`src/rtl/eth_vlg_ram_arb_if.sv`:
```
// Requester and RAM-side signal bundle for eth_vlg_ram_arb.
// The arbiter connects through the slave modport; requesters and the RAM model use master.
interface eth_vlg_ram_arb_if #(
    parameter int N  = 2,
    parameter int AW = 16,
    parameter int DW = 16
);
    logic [N-1:0]    req;
    logic [N-1:0]    lock;
    logic [N-1:0]    w;
    logic [N*AW-1:0] a;
    logic [N*DW-1:0] d;
    logic [N-1:0]    gnt;
    logic [DW-1:0]   q;
    logic [N-1:0]    qv;
    logic            ram_w;
    logic [AW-1:0]   ram_a;
    logic [DW-1:0]   ram_d;
    logic [DW-1:0]   ram_q;

    modport master (
        output req, lock, w, a, d, ram_q,
        input  gnt, q, qv, ram_w, ram_a, ram_d
    );

    modport slave (
        input  req, lock, w, a, d, ram_q,
        output gnt, q, qv, ram_w, ram_a, ram_d
    );
endinterface

```
`src/rtl/eth_vlg_ram_arb.sv`:
```
// Round-robin arbiter sharing one single-port RAM between N requesters, with burst lock.
// Optional macro ETH_VLG_RAM_ARB_STATS_EN adds per-requester saturating stall counters.
module eth_vlg_ram_arb #(
    parameter int N  = 2,
    parameter int AW = 16,
    parameter int DW = 16
) (
    input logic               clk,
    input logic               rst_n,
    eth_vlg_ram_arb_if.slave  bus
`ifdef ETH_VLG_RAM_ARB_STATS_EN
    ,
    output logic [N*16-1:0]   stall_cnt_o
`endif
);
    localparam int PW = (N > 1) ? $clog2(N) : 1;

    typedef enum logic {ST_OPEN, ST_LOCKED} state_t;

    state_t          state_q, state_d;
    logic [PW-1:0]   ptr_q, ptr_d;
    logic [PW-1:0]   lockOwner_q, lockOwner_d;
    logic            ram_w_q, ram_w_d;
    logic [AW-1:0]   ram_a_q, ram_a_d;
    logic [DW-1:0]   ram_d_q, ram_d_d;
    logic            tag1Valid_q, tag1Valid_d;
    logic [PW-1:0]   tag1Idx_q, tag1Idx_d;
    logic            tag2Valid_q;
    logic [PW-1:0]   tag2Idx_q;
    logic            gntAny;
    logic [PW-1:0]   gntIdx;

    function automatic logic [PW-1:0] nextIdx(input logic [PW-1:0] i);
        return (i == PW'(N - 1)) ? '0 : i + 1'b1;
    endfunction

    // A locked owner is the only candidate; otherwise search upward from ptr with wrap.
    always_comb begin
        int cand;
        cand   = 0;
        gntAny = 1'b0;
        gntIdx = '0;
        if (state_q == ST_LOCKED) begin
            gntAny = bus.req[lockOwner_q];
            gntIdx = lockOwner_q;
        end else begin
            for (int k = 0; k < N; k++) begin
                cand = int'(ptr_q) + k;
                if (cand >= N) cand = cand - N;
                if (!gntAny && bus.req[cand]) begin
                    gntAny = 1'b1;
                    gntIdx = PW'(cand);
                end
            end
        end
        if (!rst_n) gntAny = 1'b0;
    end

    always_comb begin
        state_d     = state_q;
        ptr_d       = ptr_q;
        lockOwner_d = lockOwner_q;
        ram_w_d     = 1'b0;
        ram_a_d     = ram_a_q;
        ram_d_d     = ram_d_q;
        tag1Valid_d = 1'b0;
        tag1Idx_d   = tag1Idx_q;
        if (gntAny) begin
            ptr_d       = nextIdx(gntIdx);
            ram_w_d     = bus.w[gntIdx];
            ram_a_d     = bus.a[int'(gntIdx)*AW +: AW];
            ram_d_d     = bus.d[int'(gntIdx)*DW +: DW];
            tag1Valid_d = !bus.w[gntIdx];
            tag1Idx_d   = gntIdx;
            lockOwner_d = gntIdx;
            state_d     = bus.lock[gntIdx] ? ST_LOCKED : ST_OPEN;
        end else if (state_q == ST_LOCKED && !bus.lock[lockOwner_q]) begin
            // Owner went idle and let go of the lock without a final access.
            state_d = ST_OPEN;
            ptr_d   = nextIdx(lockOwner_q);
        end
    end

    always_ff @(posedge clk or negedge rst_n) begin
        if (!rst_n) begin
            state_q     <= ST_OPEN;
            ptr_q       <= '0;
            lockOwner_q <= '0;
            ram_w_q     <= 1'b0;
            ram_a_q     <= '0;
            ram_d_q     <= '0;
            tag1Valid_q <= 1'b0;
            tag1Idx_q   <= '0;
            tag2Valid_q <= 1'b0;
            tag2Idx_q   <= '0;
        end else begin
            state_q     <= state_d;
            ptr_q       <= ptr_d;
            lockOwner_q <= lockOwner_d;
            ram_w_q     <= ram_w_d;
            ram_a_q     <= ram_a_d;
            ram_d_q     <= ram_d_d;
            tag1Valid_q <= tag1Valid_d;
            tag1Idx_q   <= tag1Idx_d;
            tag2Valid_q <= tag1Valid_q;
            tag2Idx_q   <= tag1Idx_q;
        end
    end

    always_comb begin
        bus.gnt = '0;
        bus.qv  = '0;
        if (gntAny) bus.gnt[gntIdx] = 1'b1;
        if (tag2Valid_q) bus.qv[tag2Idx_q] = 1'b1;
    end

    assign bus.q     = bus.ram_q;
    assign bus.ram_w = ram_w_q;
    assign bus.ram_a = ram_a_q;
    assign bus.ram_d = ram_d_q;

`ifdef ETH_VLG_RAM_ARB_STATS_EN
    logic [15:0] stallCnt_q [N];

    always_ff @(posedge clk or negedge rst_n) begin
        if (!rst_n) begin
            for (int i = 0; i < N; i++) stallCnt_q[i] <= '0;
        end else begin
            for (int i = 0; i < N; i++) begin
                if (bus.req[i] && !bus.gnt[i] && stallCnt_q[i] != 16'hFFFF)
                    stallCnt_q[i] <= stallCnt_q[i] + 16'd1;
            end
        end
    end

    always_comb begin
        stall_cnt_o = '0;
        for (int i = 0; i < N; i++) stall_cnt_o[i*16 +: 16] = stallCnt_q[i];
    end
`endif
endmodule

```
`src/flat_wrapper.sv`:
```
// flat-port wrapper written by rule: the top's interface ports become plain ports
module eth_vlg_ram_arb_flat 
#(
    parameter int N  = 2,
    parameter int AW = 16,
    parameter int DW = 16
)
  (clk, rst_n, bus_req, bus_lock, bus_w, bus_a, bus_d, bus_ram_q, bus_gnt, bus_q, bus_qv, bus_ram_w, bus_ram_a, bus_ram_d);
  eth_vlg_ram_arb_if #(.N(N), .AW(AW), .DW(DW)) bus_i ();
  input logic clk;
  input logic rst_n;
  input wire logic [$bits(bus_i.req)-1:0] bus_req;
  input wire logic [$bits(bus_i.lock)-1:0] bus_lock;
  input wire logic [$bits(bus_i.w)-1:0] bus_w;
  input wire logic [$bits(bus_i.a)-1:0] bus_a;
  input wire logic [$bits(bus_i.d)-1:0] bus_d;
  input wire logic [$bits(bus_i.ram_q)-1:0] bus_ram_q;
  output wire logic [$bits(bus_i.gnt)-1:0] bus_gnt;
  output wire logic [$bits(bus_i.q)-1:0] bus_q;
  output wire logic [$bits(bus_i.qv)-1:0] bus_qv;
  output wire logic [$bits(bus_i.ram_w)-1:0] bus_ram_w;
  output wire logic [$bits(bus_i.ram_a)-1:0] bus_ram_a;
  output wire logic [$bits(bus_i.ram_d)-1:0] bus_ram_d;
  assign bus_i.req = bus_req;
  assign bus_i.lock = bus_lock;
  assign bus_i.w = bus_w;
  assign bus_i.a = bus_a;
  assign bus_i.d = bus_d;
  assign bus_i.ram_q = bus_ram_q;
  assign bus_gnt = bus_i.gnt;
  assign bus_q = bus_i.q;
  assign bus_qv = bus_i.qv;
  assign bus_ram_w = bus_i.ram_w;
  assign bus_ram_a = bus_i.ram_a;
  assign bus_ram_d = bus_i.ram_d;
  eth_vlg_ram_arb #(.N(N), .AW(AW), .DW(DW)) u_core (.clk(clk), .rst_n(rst_n), .bus(bus_i));
endmodule
```
`config.mk`:
```
export PLATFORM = sky130hd
export DESIGN_NAME = eth_vlg_ram_arb_flat
export DESIGN_NICKNAME = d
export VERILOG_FILES = /design/src/rtl/eth_vlg_ram_arb_if.sv /design/src/rtl/eth_vlg_ram_arb.sv /design/src/flat_wrapper.sv
export SDC_FILE = /design/constraint.sdc
export NUM_CORES = 1
export LEC_CHECK = 0
export CAP_MARGIN = 25
export CORE_MARGIN = 8
export CORE_UTILIZATION = 38
export DETAILED_ROUTE_END_ITERATION = 6
export GPL_ROUTABILITY_DRIVEN = 0
export HOLD_SLACK_MARGIN = 0.02
export PLACE_DENSITY = 0.86
export RECOVER_POWER = 100
export REMOVE_ABC_BUFFERS = 1
export SLEW_MARGIN = 15
export SYNTH_ARGS = -nofsm -noshare
export SYNTH_HDL_FRONTEND = slang
export SYNTH_SLANG_ARGS = --single-unit
```
`constraint.sdc`:
```
create_clock -name clk -period 4.3 [get_ports clk]
set_input_delay 0.43 -clock clk [delete_from_list [all_inputs] [get_ports clk]]
set_output_delay 0.43 -clock clk [all_outputs]
set_load 0.05 [all_outputs]
```
# == Yosys cells after proc, flatten, opt, wreduce, memory -nomap -nowiden ==
# Cells that the tools add are included.
# totals
ff_bits,39
rom_bits,0
in_bits,88
latch_bits,0
mem_count,0
elab_cells,74
output_inout_bits,53
ram_bits,0
# classes
add_sub_neg,5
n_reduce_logical,8
shift,2
div_mod_pow,0
eq_ne,0
n_mul,0
bitwise,0
n_lt_le_gt_ge,9
n_mux,41
# ops
operator,count
$mux W32,4
$lt A32 B3 Y1 const B,2
$shiftx A32 B6 Y16,2
$mux W1,33
$ge A32 B3 Y1 const B,1
$sub A32 B3 Y32 const B,1
$lt A1 B2 Y1 const B,3
$logic_and A1 B1 Y1,4
$mux W2,2
$logic_not A1 Y1,3
$sub A1 B2 Y3 const B,1
$add A1 B1 Y1 const B,2
$add A1 B1 Y2 const B,1
$demux W1 S1,2
$ge A1 B1 Y1 const B,2
$ge A1 B2 Y1 const B,1
$reduce_bool A2 Y1,1

# == Longest topological paths before layout ==
# Gate-level depths: netlist of run 1.
# logic_depth
word_depth,17
depth_mapped,6
mapped_depth_nobuf,4

# == Worst setup path before layout of run 1 ==
# No wires, ideal clock.
# synth_path
path_type,register to output
startpoint,register u_core.state_q
endpoint,output bus_gnt[1]
setup_slack_ns,2.236
arrival_time_ns,1.634
path_buffers,1
stages_incl_launch_ff,5
required_ns,3.870
cell_sequence,dfrtp_1 > nand2b_1 > o22ai_2 > buf_6 > nor2b_1
# synth_via
elab_chain_cells,6
word_cells_on_any_way,9
cone_classes,order compare (2); mux (6); reduce/logical (1)
# synth_lines
item,line_no,source
"start, declared",eth_vlg_ram_arb.sv:20,"state_t state_q, state_d;"
"start signal, assigned",eth_vlg_ram_arb.sv:97,state_q <= state_d;
$mux W1,eth_vlg_ram_arb.sv:43,if (state_q == ST_LOCKED) begin
$lt A1 B2 Y1 (not written as such) or $ge A1 B1 Y1 (tied branches),eth_vlg_ram_arb.sv:113,if (gntAny) bus.gnt[gntIdx] = 1'b1;
$logic_and A1 B1 Y1 (not written as such),eth_vlg_ram_arb.sv:113,
$mux W1 (not written as such),eth_vlg_ram_arb.sv:113,
$demux W1 S1,n/a,
$mux W2 *,eth_vlg_ram_arb.sv:113,
"end, declared",flat_wrapper.sv:18,output wire logic [$bits(bus_i.gnt)-1:0] bus_gnt;
# Every way passes the cells marked *; elsewhere a longest branch is shown, timed or not.

# == Worst setup path after layout of run 1 ==
# layout_path
startpoint,input bus_req[0]
endpoint,output bus_gnt[1]
# layout_via
elab_chain_cells,14
word_cells_on_any_way,24
cone_classes,order compare (2); mux (19); reduce/logical (3)
# layout_lines
item,line_no,source
"start, declared",flat_wrapper.sv:12,input wire logic [$bits(bus_i.req)-1:0] bus_req;
$mux W1 (not written as such) (3 in a row),eth_vlg_ram_arb.sv:50,if (!gntAny && bus.req[cand]) begin
$mux W1,eth_vlg_ram_arb.sv:50,
$mux W1,eth_vlg_ram_arb.sv:43,
$logic_not A1 Y1,eth_vlg_ram_arb.sv:50,
$logic_and A1 B1 Y1,eth_vlg_ram_arb.sv:50,
$mux W1,eth_vlg_ram_arb.sv:50,
$mux W1,eth_vlg_ram_arb.sv:43,
$lt A1 B2 Y1 (not written as such) or $ge A1 B1 Y1 (tied branches),eth_vlg_ram_arb.sv:113,
$logic_and A1 B1 Y1 (not written as such),eth_vlg_ram_arb.sv:113,
$mux W1 (not written as such),eth_vlg_ram_arb.sv:113,
$demux W1 S1,n/a,
$mux W2 *,eth_vlg_ram_arb.sv:113,
# Every way passes the cells marked *; elsewhere a longest branch is shown, timed or not. The select of a mux whose other input is x is not followed.

==> impl_metrics.ini, run 1 <==
[clocking]
cts-resized-gates = 0
tritoncts = built
cts_root_buf = clkbuf_8
cts.clk_slew.worst_paths_ns = 0.07
numCtsBuffers = 5
ctsHoldBuffers = 0
clkSinkCount = 39
clock_latency_ns = 0.29
post-cts-setup-buffer-count = 0
cts_buffer_depth = 2
cts_max_level = 2

[place]
place_ws_ns = 1.29
placed_area_um2 = 2990
hpwl_mm = 4.31
io_buffers = 108

[yosys]
synthArstFlopShare_pct = 100
syn_inst = 186
synth_edf_count = 0
seq_area_frac_synth_pct = 48.1
synth_area_um2 = 2030
yosysMostFrequentCell = dfrtp_1
synth_cell_types = 24
synth_top_area_share_pct = 48.1
synth_flop_cell = dfrtp_1
syn_area_per_cell_um2 = 10.9
synth_area_leaders = dfrtp_1, mux2i_1, buf_4
synth_commonest_cells = dfrtp_1, mux2i_1, nand2_1
synth_warnings = 0
ys_seq_elements = 39
yosysTopAreaCell = dfrtp_1

[detailed_routing]
drt_iter0_drc = 18
routed_wl_mm = 5.34
post-route-drc-count = 0
firstDrtPassIters = 2
dr_total_vias = 1618
viasPerCell = 4.64
ant_nets = 0
post_drt_wl_per_cell_um = 15.3

[grt]
grt_pass1_vias = 1790
grtUsageTotal_pct = 13.8
antenna_found_initial = 0
grt_overflow = 0
grt_pass1_wl_mm = 8.54
grt_max_degree = 70

[cells_and_area]
stdcell_area_um2 = 3020
antenna_cells = 0
layout-drive-gt1-share_pct = 6.09
final_nets = 366
fin_util_pct = 58.7
area_delta_synth_final_pct = 48.7

[timing]
rsz0062_at_grt = no
hold_viol = 0
clock_skew_ns = 0.00234
layout_min_cycle_time_ns = 3.12
worst_pin_slew_ns = 1.12
post-route-period-util_pct = 72.6
totalNegativeSetupSlack_ns = 0
max_slew_margin_pct = 25.6
setup_viol = 0
clock.fmax_mhz = 321
slew_violations = 0
setup_slack_ns = 1.18

[critical_path]
endpoint_kind = output port
startpoint = bus_req[0]
cp.required_ns = 3.87
r2r-start = u_core.lockOwner_q
r2r_slack_ns = 2.01
start_kind = primary input
critPathCapture = bus_gnt[1]
rr_worst_depth = 4
r2r_end = u_core.bus.ram_d[15]
crit_type = in2out
path_max_fanout = 17
cp.arrival_ns = 2.69

[die]
initial_utilization_pct = 39.5
core-area_um2 = 5140
fp.dieW_um = 89.1
dieArea_um2 = 7930
pin_count = 141
core.rowCount = 26
die_h_um = 89.1

[run_status]
run_status = complete, no violations

[power]
leakagePower_nw = 1.35
p_per_area_nw_per_um2 = 529
irDropWorstVdd_mv = 0.215

[min_path]
hold_class = in2async

[run]
drv_cap = 0
-- final cells by class --
type                            instances  area [um^2]
Clock buffer                            5         68.8
Timing Repair Buffer                  112         1100
Fill cell                             493         2120
Inverter                                2         7.51
Multi-Input combinational cell        118          758
Tap cell                               70         87.6
Sequential cell                        39          976
Clock inverter                          3         15.0
-- registers in the layout, indices dropped and copies added (netlist names) --
register,cells
u_core.tag2Idx_q,1
u_core.tag2Valid_q,1
u_core.bus.ram_a,16
u_core.tag1Valid_q,1
u_core.ptr_q,1
u_core.bus.ram_w,1
u_core.lockOwner_q,1
u_core.state_q,1
u_core.bus.ram_d,16
-- per-stage QoR --
stage          std cells  total power [mW]  hold slack (ns)
4_1_cts              349              1.69            0.207
3_3_place_gp         341              1.43            0.336
2_1_floorplan        159              1.12            0.134
6_report             349              1.60            0.189
3_5_place_dp         341              1.45            0.337
5_1_grt              349              1.69            0.229
-- metal layers --
layer  GRT usage [%]  part of all wire, %  vias up
met5               0                    0        -
met1            14.5                   37      721
li1                -                    -      803
met3            8.36                   13        5
met2            22.9                   49       89
met4            3.17                 0.71        0
-- worst min-delay path by stage --
stage                                     end  slack (ns)  cells past startpoint
final                        u_core.tag2Idx_q        0.19                      2
after global routing         u_core.tag2Idx_q        0.23                      2
after CTS                        u_core.ptr_q        0.21                      2
after detailed placement   u_core.tag2Valid_q        0.34                      0
after global placement     u_core.tag2Valid_q        0.34                      0
after floorplan           u_core.bus.ram_a[0]        0.13                      0
-- critical path, cell delays in order --
cell	delay, ns
dlygate4sd3_1	0.57
nor2b_1	0.17
o22ai_4	0.11
buf_4	0.31
nor2b_1	0.20
dlygate4sd3_1	0.90
-- cells in the final DEF (no fill, tap or decap), types with 2 or more instances in the layout --
cell             count
buf_4                3
clkbuf_8             5
clkdlybuf4s50_1     69
clkinv_2             3
dfrtp_1             39
dlygate4sd3_1       38
mux2i_1             34
nand2_1             32
nand2b_1             2
nor2_1               3
nor2b_1              4
o21ai_0             33
-- power breakdown --
part	total (mW)	leakage, nW	internal (mW)	switching (mW)
logic	0.838	0.825	0.293	0.545
clock network	0.236	0.0477	0.111	0.125
registers	0.521	0.479	0.470	0.0514
-- cell families (layout without fill, tap and decap cells) --
group	after synthesis	in the layout	share of synthesized area, %
and+or+nand+nor	43	43	8.88
AOI/OAI and AO/OA	40	40	13.7
DFF	39	39	48.1
muxes	35	35	17.3
buffers and inverters	29	122	12.0
Note: power is estimated with default switching activity, not from simulation.
==> inputs of run 2 (changes only) <==
--- a/config.mk
+++ b/config.mk
@@ -7,11 +7,11 @@
 export LEC_CHECK = 0
 export CAP_MARGIN = 25
 export CORE_MARGIN = 8
-export CORE_UTILIZATION = 38
+export CORE_UTILIZATION = 35
 export DETAILED_ROUTE_END_ITERATION = 6
 export GPL_ROUTABILITY_DRIVEN = 0
 export HOLD_SLACK_MARGIN = 0.02
-export PLACE_DENSITY = 0.86
+export PLACE_DENSITY = 0.8
 export RECOVER_POWER = 100
 export REMOVE_ABC_BUFFERS = 1
 export SLEW_MARGIN = 15
==> constraint.sdc (replaced) <==
create_clock -name clk -period 3.1 [get_ports clk]
set_input_delay 0.31 -clock clk [delete_from_list [all_inputs] [get_ports clk]]
set_output_delay 0.31 -clock clk [all_outputs]
set_load 0.05 [all_outputs]
==> impl_metrics.ini, run 2 (synthesis gave the netlist of run 1 again) <==
[run_status]
run_status = finished, violations left
violations = capacitance limit, slew limit

[grt]
grtUsageTotal_pct = 12.8
grt_max_degree = 70
antenna_found_initial = 0
grt_pass1_wl_mm = 8.71
grt_pass1_vias = 1799
grt_overflow = 0

[critical_path]
cpMaxStageDelayCell = clkdlybuf4s50_1
startpoint = bus_req[1]
r2r-start = u_core.lockOwner_q
path_max_fanout = 11
cp.arrival_ns = 2.08
cp.buffers_inverters = 2
cp_top_family = buffers and inverters
endpoint_kind = output port
cp.required_ns = 2.79
start_kind = primary input
critical-path-max-stage-delay_ns = 0.53
crit_type = in2out
path_cells = clkdlybuf4s50_1, nand2b_1, o22ai_4, nor2b_1, clkbuf_1

[cells_and_area]
area_delta_synth_final_pct = 48.7
antenna_cells = 0
layout_common_cells = clkdlybuf4s50_1, dfrtp_1, dlygate4sd3_1, mux2i_1
fin_util_pct = 54.4
layout-drive-gt1-share_pct = 5.42
final_nets = 366
final_common_cell = clkdlybuf4s50_1

[clocking]
numCtsBuffers = 5
clock_latency_ns = 0.28
cts_buffer_depth = 2
tritoncts = built
cts-resized-gates = 0
cts_max_level = 2
ctsHoldBuffers = 0
cts_root_buf = clkbuf_8
clkSinkCount = 39
cts.clk_slew.worst_paths_ns = 0.06
post-cts-setup-buffer-count = 0

[timing]
setup_viol = 0
clock_skew_ns = 0.00558
layout_min_cycle_time_ns = 2.39
worst_pin_slew_ns = 2.03
post-route-period-util_pct = 77.0
rsz0062_at_grt = no
max_slew_margin_pct = -35.3
whs_ns = 0.352
clock.fmax_mhz = 419
slew_violations = 40
hold_viol = 0
totalNegativeSetupSlack_ns = 0

[power]
p_per_area_nw_per_um2 = 728
clkPwrFrac_pct = 13.8
leakagePower_nw = 1.33
internal-power_mw = 1.21
irDropWorstVdd_mv = 0.264
combPwrFrac_pct = 53.2
design_power_total_mw = 2.19
sw_frac_of_total_pct = 44.9
netSwitchingPower_mw = 0.986
seqPwrFrac_pct = 33.0

[die]
pin_count = 141
fp.dieW_um = 92.1
core-area_um2 = 5540
die_h_um = 92.1
dieArea_um2 = 8490
core.rowCount = 27
initial_utilization_pct = 36.6

[detailed_routing]
drt_iter0_drc = 28
post-route-drc-count = 0
dr_total_vias = 1631
viasPerCell = 4.67
ant_nets = 0
firstDrtPassIters = 3
post_drt_wl_per_cell_um = 15.5
routed_wl_mm = 5.41

[min_path]
hold_class = reg2reg
worstHoldStart = u_core.tag1Valid_q

[place]
hpwl_mm = 4.31
io_buffers = 108

[run]
drv_cap = 1
## run 2: cell count changes in the layout (fill, tap and decap cells not counted), sizes merged
cell           delta
dlygate4sd3       -3
clkbuf            +5
clkdlybuf4s50     +1
clkinv            -3
buf               -2
## run 2: path summary, 6_finish.rpt
check,slack [ns],end,depth (start not counted)
setup / recovery,0.71,bus_gnt[1],5
hold / removal,0.35,u_core.tag2Valid_q,0
setup reg to reg,0.91,u_core.bus.ram_a[8],4
hold reg to reg,0.35,u_core.tag2Valid_q,0
max in group asynchronous,1.12,u_core.bus.ram_d[0],2
min in group asynchronous,0.82,u_core.lockOwner_q,2
## run 2: power by group through the flow
stage / Clock (mW) / Combinational [mW] / Sequential (mW)
detailed placement: 0 / 1.29 / 0.740
floorplan: 0 / 0.375 / 1.17
CTS: 0.321 / 1.29 / 0.731
global placement: 0 / 1.27 / 0.734
global route: 0.347 / 1.24 / 0.746
finish: 0.304 / 1.17 / 0.724
## run 2: through the flow
stage | instance area (um^2) | instances | setup WS (ns)
finish | 3020 | 349 | 0.712
global route | 3020 | 349 | 0.582
CTS | 3090 | 349 | 0.911
detailed placement | 3020 | 343 | 0.830
global placement | 3020 | 343 | 0.905
floorplan | 1790 | 159 | 0.0263
## run 2: final cells by class
class                           instances  area [um^2]
Clock buffer                            6         72.6
Fill cell                             530         2520
Inverter                                2         7.51
Multi-Input combinational cell        118          783
Sequential cell                        39          976
Tap cell                               72         90.1
Timing Repair Buffer                  112         1090
## run 2: per-layer routing
layer	global-route usage [%]	share of wire [%]	vias to the layer above
met3	7.33	11	11
met1	14.1	41	728
li1	-	-	798
met5	0	0	-
met2	19.7	46	94
met4	5.64	1.7	0
==> inputs of run 3 (changes only) <==
==> constraint.sdc (replaced) <==
create_clock -name clk -period 2.2 [get_ports clk]
set_input_delay 0.22 -clock clk [delete_from_list [all_inputs] [get_ports clk]]
set_output_delay 0.22 -clock clk [all_outputs]
set_load 0.05 [all_outputs]
==> impl_metrics.ini, run 3 (synthesis gave the netlist of run 1 again) <==
[cells_and_area]
final_nets = 366
area_delta_synth_final_pct = 50.5
layout_common_cells = clkdlybuf4s50_1, dfrtp_1, dlygate4sd3_1, mux2i_1, o21ai_0
antenna_cells = 0
fin_util_pct = 55.1
layout-drive-gt1-share_pct = 6.09
final_common_cell = clkdlybuf4s50_1

[clocking]
ctsHoldBuffers = 0
cts_max_level = 2
clock_latency_ns = 0.28
clkSinkCount = 39
cts_root_buf = clkbuf_8
cts.clk_slew.worst_paths_ns = 0.07
cts-resized-gates = 0
cts_buffer_depth = 2
tritoncts = built
numCtsBuffers = 5
post-cts-setup-buffer-count = 0

[grt]
antenna_found_initial = 0
grt_pass1_vias = 1783
grt_overflow = 0
grtUsageTotal_pct = 12.7
grt_max_degree = 70
grt_pass1_wl_mm = 8.80

[place]
hpwl_mm = 4.30
io_buffers = 108
place_ws_ns = 0.302

[timing]
layout_min_cycle_time_ns = 1.84
setup_viol = 0
max_slew_margin_pct = 36.5
whs_ns = 0.286
worst_pin_slew_ns = 0.952
clock_skew_ns = 0.00306
slew_violations = 0
setup_slack_ns = 0.356
totalNegativeSetupSlack_ns = 0
rsz0062_at_grt = no
clock.fmax_mhz = 542
post-route-period-util_pct = 83.8
hold_viol = 0

[critical_path]
path_max_fanout = 4
cp.arrival_ns = 1.62
cp.required_ns = 1.98
crit_type = in2out
start_kind = primary input
rr_worst_depth = 4
endpoint_kind = output port

[detailed_routing]
post-route-drc-count = 0
routed_wl_mm = 5.35
post_drt_wl_per_cell_um = 15.2
dr_total_vias = 1630
viasPerCell = 4.64
firstDrtPassIters = 4
ant_nets = 0
drt_iter0_drc = 24

[die]
core-area_um2 = 5540
dieArea_um2 = 8490
fp.dieW_um = 92.1
core.rowCount = 27
pin_count = 141
initial_utilization_pct = 36.6
die_h_um = 92.1

[run_status]
run_status = complete, no violations

[run]
drv_cap = 0

[power]
design_power_total_mw = 3.13
p_per_area_nw_per_um2 = 1020
irDropWorstVdd_mv = 0.420
leakagePower_nw = 1.35

[min_path]
hold_class = in2reg
hold_depth = 3
-- run 3: changes by cell type in the layout (fill, tap and decap cells not counted), sizes merged --
cell,before,now
buf,2,4
clkbuf,11,10
clkinv,0,1
-- run 3: metal layers --
metal,global-route usage [%],routed length [um],up-vias
met5,0,0,-
met4,4.03,61,0
met3,6.76,573,9
met2,21.4,2570,90
met1,13.4,2140,732
li1,-,-,799
-- run 3: cell type report --
class	count	area, um^2
timing repair buffer	112	1120
sequential	39	976
tap	72	90.1
fill	524	2490
clock inverter	1	5.00
inverter	2	7.51
multi-input combinational	118	776
clock buffer	7	76.3
-- run 3: worst paths after layout --
| kind | to | start | slack [ns] |
|---|---|---|---|
| worst min-delay path | u_core.lockOwner_q | rst_n | 0.29 |
| worst min register to register | u_core.tag2Valid_q | u_core.tag1Valid_q | 0.35 |
| worst max-delay path | bus_gnt[0] | bus_req[0] | 0.36 |
| min in group asynchronous | u_core.ptr_q | rst_n | 0.31 |
| max in group asynchronous | u_core.bus.ram_d[12] | rst_n | 1.31 |
| worst max register to register | u_core.bus.ram_a[5] | u_core.lockOwner_q | 0.36 |
-- run 3: power breakdown --
part / internal (mW) / total (mW) / switching [mW]
sequential: 0.918 / 1.02 / 0.103
combinational: 0.590 / 1.66 / 1.06
clock: 0.222 / 0.451 / 0.228
total: 1.73 / 3.13 / 1.40
-- run 3: stage by stage --
stage / instance area (um^2) / cells
finish: 3050 / 351
global route: 3050 / 351
CTS: 3110 / 351
detailed placement: 3030 / 343
global placement: 3030 / 343
floorplan: 1790 / 159
-- run 3: critical path, cell delays in order --
cell and delay, ns:
clkdlybuf4s50_1 0.56, a21boi_2 0.24, o221ai_4 0.15, nor2_1 0.28, buf_12 0.18
